===== src/rtl/mem_access_unit.sv =====
// -----------------------------------------------------------------------------
// mem_access_unit
//
// Memory-stage load/store unit sitting directly in front of the MEM/WB
// register. A decoded memory operation from EX/MEM is turned into a single
// req/ack transaction on the data-memory port. The pipeline is stalled while
// the access is outstanding. The formatted load result is then presented for
// exactly one cycle (RESP) with stall released, so MEM/WB can capture it.
//
// Ports
//   clk, reset          : clock, synchronous active-high reset
//   in_valid            : EX/MEM holds a valid instruction
//   mem_read, mem_write : load / store (both set is handled as a load)
//   funct3              : RV32I size/sign (000 B, 001 H, 010 W, 100 BU, 101 HU;
//                         remaining codes are handled as word accesses)
//   addr                : byte address
//   store_data          : rs2 value for stores
//   read_data           : sign/zero-extended load data (valid in RESP)
//   stall               : freeze upstream pipeline registers and MEM/WB
//   bus_error           : one-cycle pulse in RESP after a timed-out access
//   dmem_*              : word-aligned data-memory request port
//   misaligned          : (MISALIGN_TRAP_EN only) pulse in RESP for a trapped
//                         misaligned access
//
// Parameters
//   ADDR_WIDTH     : byte address width
//   TIMEOUT_CYCLES : WAIT cycles allowed before the access is abandoned
//                    (1..65535)
//
// Build option
//   MISALIGN_TRAP_EN : when defined, misaligned halfword/word accesses issue
//                      no memory request and go straight to RESP with the
//                      misaligned output pulsed. When undefined, halfwords
//                      use addr[1] only and words ignore addr[1:0].
// -----------------------------------------------------------------------------
module mem_access_unit #(
    parameter int ADDR_WIDTH     = 32,
    parameter int TIMEOUT_CYCLES = 255
) (
    input  logic                  clk,
    input  logic                  reset,
    input  logic                  in_valid,
    input  logic                  mem_read,
    input  logic                  mem_write,
    input  logic [2:0]            funct3,
    input  logic [ADDR_WIDTH-1:0] addr,
    input  logic [31:0]           store_data,
    output logic [31:0]           read_data,
    output logic                  stall,
    output logic                  bus_error,
    output logic                  dmem_req,
    output logic                  dmem_we,
    output logic [ADDR_WIDTH-1:0] dmem_addr,
    output logic [31:0]           dmem_wdata,
    output logic [3:0]            dmem_wstrb,
    input  logic [31:0]           dmem_rdata,
    input  logic                  dmem_ack
`ifdef MISALIGN_TRAP_EN
    ,
    output logic                  misaligned
`endif
);

    localparam logic [1:0] ST_IDLE = 2'd0;
    localparam logic [1:0] ST_WAIT = 2'd1;
    localparam logic [1:0] ST_RESP = 2'd2;

    localparam logic [15:0] TIMEOUT_LAST = 16'(TIMEOUT_CYCLES - 1);

    // ------------------------------------------------------------------
    // Decode
    // ------------------------------------------------------------------
    logic access;
    logic is_load;
    logic is_store;
    logic size_b;
    logic size_h;
    logic size_w;
    logic misalign_hit;

    assign access   = in_valid & (mem_read | mem_write);
    assign is_load  = mem_read;
    assign is_store = mem_write & ~mem_read;

    // funct3[1:0]: 00 byte, 01 half, 1x word. This also folds the undefined
    // codes 011/110/111 into word accesses.
    assign size_b = (funct3[1:0] == 2'b00);
    assign size_h = (funct3[1:0] == 2'b01);
    assign size_w = funct3[1];

`ifdef MISALIGN_TRAP_EN
    assign misalign_hit = (size_h & addr[0]) | (size_w & (addr[1:0] != 2'b00));
`else
    assign misalign_hit = 1'b0;
`endif

    // ------------------------------------------------------------------
    // Load formatting
    // ------------------------------------------------------------------
    logic [7:0]  rd_lane [4];
    logic [7:0]  sel_byte;
    logic [15:0] sel_half;
    logic [31:0] load_fmt;
    logic [31:0] load_word;

    genvar gi;
    generate
        for (gi = 0; gi < 4; gi++) begin : g_lane
            assign rd_lane[gi] = dmem_rdata[8*gi +: 8];
        end
    endgenerate

    assign sel_byte = rd_lane[addr[1:0]];
    assign sel_half = addr[1] ? dmem_rdata[31:16] : dmem_rdata[15:0];

    always_comb begin
        load_fmt = dmem_rdata;
        if (size_b) begin
            // funct3[2] = 1 selects the unsigned variant.
            load_fmt = funct3[2] ? {24'd0, sel_byte} : {{24{sel_byte[7]}}, sel_byte};
        end else if (size_h) begin
            load_fmt = funct3[2] ? {16'd0, sel_half} : {{16{sel_half[15]}}, sel_half};
        end
    end

    // Stores capture zero so read_data is 0 in their RESP cycle.
    assign load_word = is_load ? load_fmt : 32'd0;

    // ------------------------------------------------------------------
    // Store lane alignment
    // ------------------------------------------------------------------
    logic [3:0]  wstrb_raw;
    logic [31:0] wdata_raw;

    always_comb begin
        wstrb_raw = 4'b1111;
        wdata_raw = store_data;
        if (size_b) begin
            wstrb_raw = 4'b0001 << addr[1:0];
            wdata_raw = {4{store_data[7:0]}};
        end else if (size_h) begin
            wstrb_raw = addr[1] ? 4'b1100 : 4'b0011;
            wdata_raw = {2{store_data[15:0]}};
        end
    end

    // ------------------------------------------------------------------
    // Access FSM
    // ------------------------------------------------------------------
    logic [1:0]  state_q;
    logic [1:0]  state_d;
    logic [15:0] count_q;
    logic [15:0] count_d;
    logic [31:0] data_q;
    logic [31:0] data_d;
    logic        err_q;
    logic        err_d;
`ifdef MISALIGN_TRAP_EN
    logic        mis_q;
    logic        mis_d;
`endif
    logic        req_c;
    logic        stall_c;

    always_comb begin
        state_d = state_q;
        count_d = count_q;
        data_d  = data_q;
        err_d   = 1'b0;
`ifdef MISALIGN_TRAP_EN
        mis_d   = 1'b0;
`endif
        req_c   = 1'b0;
        stall_c = 1'b0;

        case (state_q)
            ST_IDLE: begin
                if (access) begin
                    stall_c = 1'b1;
                    if (misalign_hit) begin
                        // Trapped: no bus traffic, one stall cycle, then RESP.
                        state_d = ST_RESP;
                        data_d  = 32'd0;
`ifdef MISALIGN_TRAP_EN
                        mis_d   = 1'b1;
`endif
                    end else begin
                        req_c   = 1'b1;
                        count_d = 16'd0;
                        if (dmem_ack) begin
                            state_d = ST_RESP;
                            data_d  = load_word;
                        end else begin
                            state_d = ST_WAIT;
                        end
                    end
                end
            end

            ST_WAIT: begin
                req_c   = 1'b1;
                stall_c = 1'b1;
                if (dmem_ack) begin
                    state_d = ST_RESP;
                    data_d  = load_word;
                end else if (count_q == TIMEOUT_LAST) begin
                    // This is the TIMEOUT_CYCLES-th WAIT cycle without ack.
                    state_d = ST_RESP;
                    data_d  = 32'd0;
                    err_d   = 1'b1;
                end else begin
                    count_d = count_q + 16'd1;
                end
            end

            ST_RESP: begin
                // Always back to IDLE: the instruction still presented this
                // cycle has completed and must not be issued again.
                state_d = ST_IDLE;
            end

            default: begin
                state_d = ST_IDLE;
            end
        endcase
    end

    always_ff @(posedge clk) begin
        if (reset) begin
            state_q <= ST_IDLE;
            count_q <= 16'd0;
            data_q  <= 32'd0;
            err_q   <= 1'b0;
`ifdef MISALIGN_TRAP_EN
            mis_q   <= 1'b0;
`endif
        end else begin
            state_q <= state_d;
            count_q <= count_d;
            data_q  <= data_d;
            err_q   <= err_d;
`ifdef MISALIGN_TRAP_EN
            mis_q   <= mis_d;
`endif
        end
    end

    // ------------------------------------------------------------------
    // Outputs. Reset overrides the handshake combinationally so an access
    // in flight is dropped in the very cycle reset is seen.
    // ------------------------------------------------------------------
    assign dmem_req   = req_c & ~reset;
    assign stall      = stall_c & ~reset;
    assign bus_error  = err_q & ~reset;
    assign read_data  = ((state_q == ST_RESP) && !reset) ? data_q : 32'd0;

    assign dmem_we    = dmem_req & is_store;
    assign dmem_addr  = dmem_req ? {addr[ADDR_WIDTH-1:2], 2'b00} : '0;
    assign dmem_wstrb = dmem_we ? wstrb_raw : 4'd0;
    assign dmem_wdata = dmem_we ? wdata_raw : 32'd0;

`ifdef MISALIGN_TRAP_EN
    assign misaligned = mis_q & ~reset;
`endif

endmodule


===== config.mk =====
export PLATFORM = sky130hd
export DESIGN_NAME = mem_access_unit
export DESIGN_NICKNAME = d
export VERILOG_FILES = /design/src/rtl/mem_access_unit.sv
export SDC_FILE = /design/constraint.sdc
export NUM_CORES = 1
export LEC_CHECK = 0
export CAP_MARGIN = 0
export CORE_ASPECT_RATIO = 2
export CORE_MARGIN = 5
export CORE_UTILIZATION = 30
export DETAILED_ROUTE_END_ITERATION = 16
export PLACE_DENSITY = 0.65
export SYNTH_ARGS = -nofsm -noshare
export SYNTH_HDL_FRONTEND = slang
export SYNTH_SLANG_ARGS = --single-unit

===== constraint.sdc =====
create_clock -name clk -period 3.55 [get_ports clk]
set_input_delay 1.065 -clock clk [delete_from_list [all_inputs] [get_ports clk]]
set_output_delay 1.065 -clock clk [all_outputs]
set_load 0.02 [all_outputs]

## Word level (Yosys, flattened, before mapping)

Index checks and enable logic that the tools add are counted.

- Magnitude comparators: 1
- Add/subtract/negate cells: 1
- Shift-type cells: 1
- Bitwise gates (word level): 10
- Equality and inequality tests: 9
- Mux-type cells: 35
- Reductions and logical operators: 9

Operators with widths:

| cell | count |
|---|---|
| $mux W32 | 14 |
| $mux W16 | 4 |
| $pmux W32 S2 | 1 |
| $pmux W16 S2 | 1 |
| $add A16 B1 Y16 const B | 1 |
| $bmux W8 S2 | 1 |
| $eq A16 B8 Y1 const B | 1 |
| $mux W4 | 4 |
| $mux W8 | 2 |
| $mux W2 | 4 |
| $ne A2 B2 Y1 const B | 4 |
| $reduce_and A4 Y1 | 2 |
| $and A1 B1 Y1 | 5 |
| $eq A2 B1 Y1 const B | 2 |
| $logic_not A2 Y1 | 2 |
| $pmux W2 S2 | 1 |
| $shl A1 B2 Y4 const A | 1 |
| $ge A3 B3 Y1 const B | 1 |
| $ne A3 B3 Y1 const B | 1 |
| $not A1 Y1 | 3 |
| $not A2 Y3 | 1 |
| $reduce_or A3 Y1 | 1 |
| $eq A2 B2 Y1 const B | 1 |
| $mux W1 | 2 |
| other kinds (6) | 6 |

- Bits in registers: 51
- Output and inout port bits: 104
- Word-level logic and storage cells: 70

## Logic depth before layout (Yosys ltp)

- Depth in word-level cells: 10
- Depth in mapped cells: 8
- Gate-level depth less buffers: 7

## Worst setup path after synthesis

Ideal clock, no wire load.

- Path type: in2out
- From: input funct3[1]
- To: output dmem_wdata[16]
- Arrival time: 2428 ps
- Path buffers: 3
- Path slack: 57 ps
- Cell stages on the path: 5
- Cell sequence: clkbuf_1 -> clkbuf_1 -> clkbuf_1 -> mux2i_1 -> nor2_1

- Cells in the longest elaborated chain, start to end: 4
- Elaborated cells between the ends (all ways): 5
- Those cells by class: 1 x eq/ne; 3 x mux; 1 x reduce/logical

Ends and longest elaborated chain:

| what | line | source |
|---|---|---|
| start: declaration | 45 | `input logic [2:0] funct3,` |
| $eq A2 B1 Y1 | 88 | `assign size_h = (funct3[1:0] == 2'b01);` |
| $mux W32 | 141 | `end else if (size_h) begin` |
| $mux W32 * | 138 | `if (size_b) begin` |
| $mux W32 * | 260 | `assign dmem_wdata = dmem_we ? wdata_raw : 32'd0;` |
| end: declaration | 54 | `output logic [31:0] dmem_wdata,` |

Every way passes the cells marked *; elsewhere a longest branch is shown, timed or not.

## Final worst setup path

- From: input reset
- To: output dmem_wdata[26]

- Cells in the longest elaborated chain, start to end: 4

Ends and longest elaborated chain:

| what | line | source |
|---|---|---|
| start: declaration | 41 | `input logic reset,` |
| $not A1 Y1 | 252 | `assign dmem_req = req_c & ~reset;` |
| $and A1 B1 Y1 | n/a |  |
| $and A1 B1 Y1 | 257 | `assign dmem_we = dmem_req & is_store;` |
| $mux W32 | 260 |  |

Every way passes these cells.

==> flow_metrics.env <==
export IMPL_netlist_area_leader_share_pct=27.35
export IMPL_r2r_worst_path_cells=8
export IMPL_critPathKind="input port to primary output"
export IMPL_cts_num_sinks=51
export IMPL_holdPathStages=1
export IMPL_final_layout_size_suffix_gt1_share_pct=17.77
export IMPL_fillCellCount=1189
export IMPL_total_die_area_um2=14910
export IMPL_outcome="finished, final reports clean"
export IMPL_seqCellArea_um2=1021
export IMPL_routedWlPerCell_um=18.65
export IMPL_timing_clock_skew_ps=6.844
export IMPL_post_layout_total_power_mw=1.566
export IMPL_met1Wirelength_mm=6.007
export IMPL_grt_pass1_vias=4481
export IMPL_vias=4350
export IMPL_synth_top_flop_cell="sky130_fd_sc_hd__dfxtp_1"
export IMPL_holdPathEnd="data_q[3]$_SDFFE_PP0P_"
export IMPL_fp_coreArea_um2=12200
export IMPL_cts_buffers_inserted=5
export IMPL_ys_top_cells_by_count="76 x sky130_fd_sc_hd__nor2_1, 71 x sky130_fd_sc_hd__and2_1, 51 x sky130_fd_sc_hd__dfxtp_1"
export IMPL_placement_rows=57
export IMPL_synth_seq_cells=51
export IMPL_ys_async_sr_fraction_pct=0
export IMPL_regToRegSetupSlack_ps=1450
export IMPL_post_route_util_pct=50.92
export IMPL_period_needed_ps=3458
export IMPL_routed_wl_mm=15.66
export IMPL_syn_mean_instance_area_um2=7.877
export IMPL_cp_data_required_time_ps=2480
export IMPL_highest_layer="met4"
export IMPL_flow_area_growth_from_synthesis_pct=66.32
export IMPL_grt_ovfl_total=0
export IMPL_first_iter_violations=182
export IMPL_multi_input_area_um2=2550
export IMPL_grt_first_pass_wirelength_mm=24.36
export IMPL_post_dp_cell_area_um2=6140
export IMPL_initial_core_util_pct=30.61
export IMPL_netlist_top_cells_area="sky130_fd_sc_hd__dfxtp_1 27%, sky130_fd_sc_hd__and2_1 12%, sky130_fd_sc_hd__nor2_1 7.6%"
export IMPL_synth_distinct_cells=54
export IMPL_dp_hpwl_mm=12.58
export IMPL_final_setup_tns_ps=0
export IMPL_slew_at_the_pin_closest_to_its_max_slew_limit_ps=657.6
export IMPL_cpPeakStageDelay_ps=270
export IMPL_die_width_um=88.89
export IMPL_synthesis_area_um2=3734
export IMPL_cts_tree="yes"
export IMPL_finalInstanceArea_um2=6210
export IMPL_pwr_density_cell_nw_per_um2=252.1
export IMPL_post_synth_inst_count=474
export IMPL_p_leak_nw=2.757
export IMPL_hold_viol=0
export IMPL_clk_root_buffer_cell="sky130_fd_sc_hd__clkbuf_16"
export IMPL_worst_setup_hold_path_clk_slew_ps=60
export IMPL_floorplan_io_pins=209
export IMPL_sequential_element_share_of_the_synthesized_area_pct=27.35
export IMPL_crit_reg_reg_endpoint="data_q[15]$_SDFFE_PP0P_"
export IMPL_data_arrival_time_of_the_critical_path_ps=2390
export IMPL_critical_path_startpoint_type="input port"
export IMPL_yosys_warnings=0
export IMPL_clock_tree_htree_level_count=2
export IMPL_ir_drop_v=0.0002434
export IMPL_post_dr_vias_cell=5.179
export IMPL_min_from="data_q[3]$_SDFFE_PP0P_"
export IMPL_yosys_cell_count_top_type="sky130_fd_sc_hd__nor2_1"
export IMPL_final_cell_count_no_fill=840
export IMPL_dr_wl_met2_mm=7.922
export IMPL_nNetsFinal=798
export IMPL_dp_cells=827
export IMPL_count_of_port_buffers_added_during_placement=206
export IMPL_hold_path_class="flop to flop"
export IMPL_die_height_um=167.8
export IMPL_grt_antenna_before_repair=1
export IMPL_cts_hold_buf=0
export IMPL_cts_root_to_sink_buffers=2
export IMPL_gpl_final_weighted_congestion=0.8839
export IMPL_route_met3_wl_um=968
export IMPL_drt_pass1_iterations=4
export IMPL_synth_area_leader_cell="sky130_fd_sc_hd__dfxtp_1"
export IMPL_worstPathCellList="dlygate4sd2_1 -> nor2_2 -> o21a_1 -> nand3b_1 -> buf_6 -> buf_12 -> nor2_1 -> clkdlybuf4s15_2"
export IMPL_slew_viol_final=0
export IMPL_crit_path_max_fanout=15
export IMPL_worstSetupEndpointType="primary output"
export IMPL_synth_edff_count=0
export IMPL_grt_max_degree=34
export IMPL_final_min_period_over_clock_period_pct=97.42
export IMPL_detail_route_drc_violations=0
export IMPL_setup_violations_final=0
export IMPL_ant_nets=0
export IMPL_clock_fmax_mhz=289.2
export IMPL_cap_violations=0
export IMPL_cpMaxStageDelayCell="sky130_fd_sc_hd__clkdlybuf4s15_2"
export IMPL_r2r_start="count_q[0]$_SDFFE_PP0P_"
export IMPL_grt_util_all_layers_pct=20.63
export IMPL_grt_setup_unrepaired="no"
export IMPL_clk_insertion_delay_late_ps=290
export IMPL_max_slew_margin_pct=56.03
-- area by class of cell --
| class | instances | share of cell area, % |
|---|---|---|
| Antenna cell | 1 | 0.04030 |
| Tap cell | 147 | 2.962 |
| Sequential cell | 51 | 16.44 |
| Inverter | 10 | 0.6649 |
| Timing Repair Buffer | 247 | 36.19 |
| Clock buffer | 8 | 2.519 |
| Multi-Input combinational cell | 375 | 41.06 |
| Timing Repair inverter | 1 | 0.1209 |
-- cells in the final DEF, fill, tap and decap left out, types with 4 or more instances in the layout --
cell type / netlist / final
sky130_fd_sc_hd__dlygate4sd2_1: 0 / 66
sky130_fd_sc_hd__clkdlybuf4s50_1: 0 / 99
sky130_fd_sc_hd__nand3b_1: 12 / 12
sky130_fd_sc_hd__nor2_1: 76 / 74
sky130_fd_sc_hd__mux2i_1: 19 / 19
sky130_fd_sc_hd__mux4_2: 6 / 6
sky130_fd_sc_hd__nand3_1: 10 / 10
sky130_fd_sc_hd__buf_6: 1 / 4
sky130_fd_sc_hd__clkdlybuf4s15_2: 0 / 8
sky130_fd_sc_hd__a221o_1: 6 / 6
sky130_fd_sc_hd__and2_4: 0 / 8
sky130_fd_sc_hd__nand2_1: 26 / 26
sky130_fd_sc_hd__nor4_1: 6 / 6
sky130_fd_sc_hd__o32ai_1: 8 / 8
sky130_fd_sc_hd__inv_1: 10 / 9
sky130_fd_sc_hd__dfxtp_1: 51 / 51
sky130_fd_sc_hd__o2bb2ai_1: 21 / 21
sky130_fd_sc_hd__o22ai_1: 6 / 6
sky130_fd_sc_hd__clkbuf_16: 0 / 5
sky130_fd_sc_hd__xnor2_1: 9 / 9
sky130_fd_sc_hd__and2_1: 71 / 63
sky130_fd_sc_hd__o21ai_0: 6 / 6
sky130_fd_sc_hd__buf_12: 0 / 4
sky130_fd_sc_hd__buf_4: 4 / 44
sky130_fd_sc_hd__buf_2: 4 / 17
sky130_fd_sc_hd__o41ai_2: 6 / 6
sky130_fd_sc_hd__nor3_1: 5 / 5
sky130_fd_sc_hd__a21oi_1: 29 / 27
-- logic make-up (layout without fill, tap and decap cells) --
logic type               count (synthesis)  count (layout)  share of synthesized area [%]
adder cells (fa/ha/maj)                  2               2                         0.6701
other                                    1               3                         0.1004
AND/OR/NAND/NOR                        232             232                          33.31
multiplexers                            27              27                          9.316
buffers and inverters                   49             266                          5.664
flip-flops                              51              51                          27.35
XOR/XNOR                                12              12                          2.815
AO/OA/AOI/OAI                          100             100                          20.78
-- stage by stage --
| stage | hold WS, ps | setup slack, ps |
|---|---|---|
| global route | 482.5 | 2.771 |
| detailed placement | 441.7 | -690.3 |
| global placement | 436.5 | -636.8 |
| finish | 456.1 | 91.76 |
| floorplan | 424.2 | 57.46 |
| CTS | 461.9 | 0.1743 |
-- where the power goes --
| part | switching, mW | internal [mW] | leakage (nW) | total, mW |
|---|---|---|---|---|
| Clock | 0.212 | 0.301 | 0.0772 | 0.512 |
| Sequential | 0.00975 | 0.589 | 0.413 | 0.599 |
| Combinational | 0.222 | 0.233 | 2.27 | 0.455 |
-- layer usage --
metal	GRT usage, %	up-vias
met5	0	-
met4	10.20	0
met3	3.687	41
met2	35.66	169
met1	23.51	2024
li1	-	2116
-- repair_timing --
item,4_1_cts,5_1_grt
setup buffers,2,1
cloned,1,0
setup endpoints to repair,102,34
gates resized for setup,212,23
pin swaps,11,4
-- worst max-delay path, delay by kind of cell --
family                 cells  cell delay, ps
AOI/OAI and AO/OA          1             160
buffers and inverters      4             830
and+or+nand+nor            3             340
-- state kept, by name, indices dropped and copies added (netlist names) --
signal / cells
state_q: 2
err_q: 1
data_q: 32
count_q: 16
-- how the worst max path moves through the flow --
stage / cells past startpoint / startpoint / slack [ps] / endpoint
after floorplan: 5 / funct3[1] / 60 / dmem_wdata[16]
after global placement: 8 / in_valid / -640 / dmem_wdata[2]
after detailed placement: 8 / mem_read / -690 / dmem_wdata[6]
after CTS: 8 / mem_write / 0.2 / dmem_wdata[6]
after global routing: 8 / reset / 3 / dmem_wdata[29]
final: 8 / reset / 90 / dmem_wdata[26]
Power figures use the tool's default switching activity.
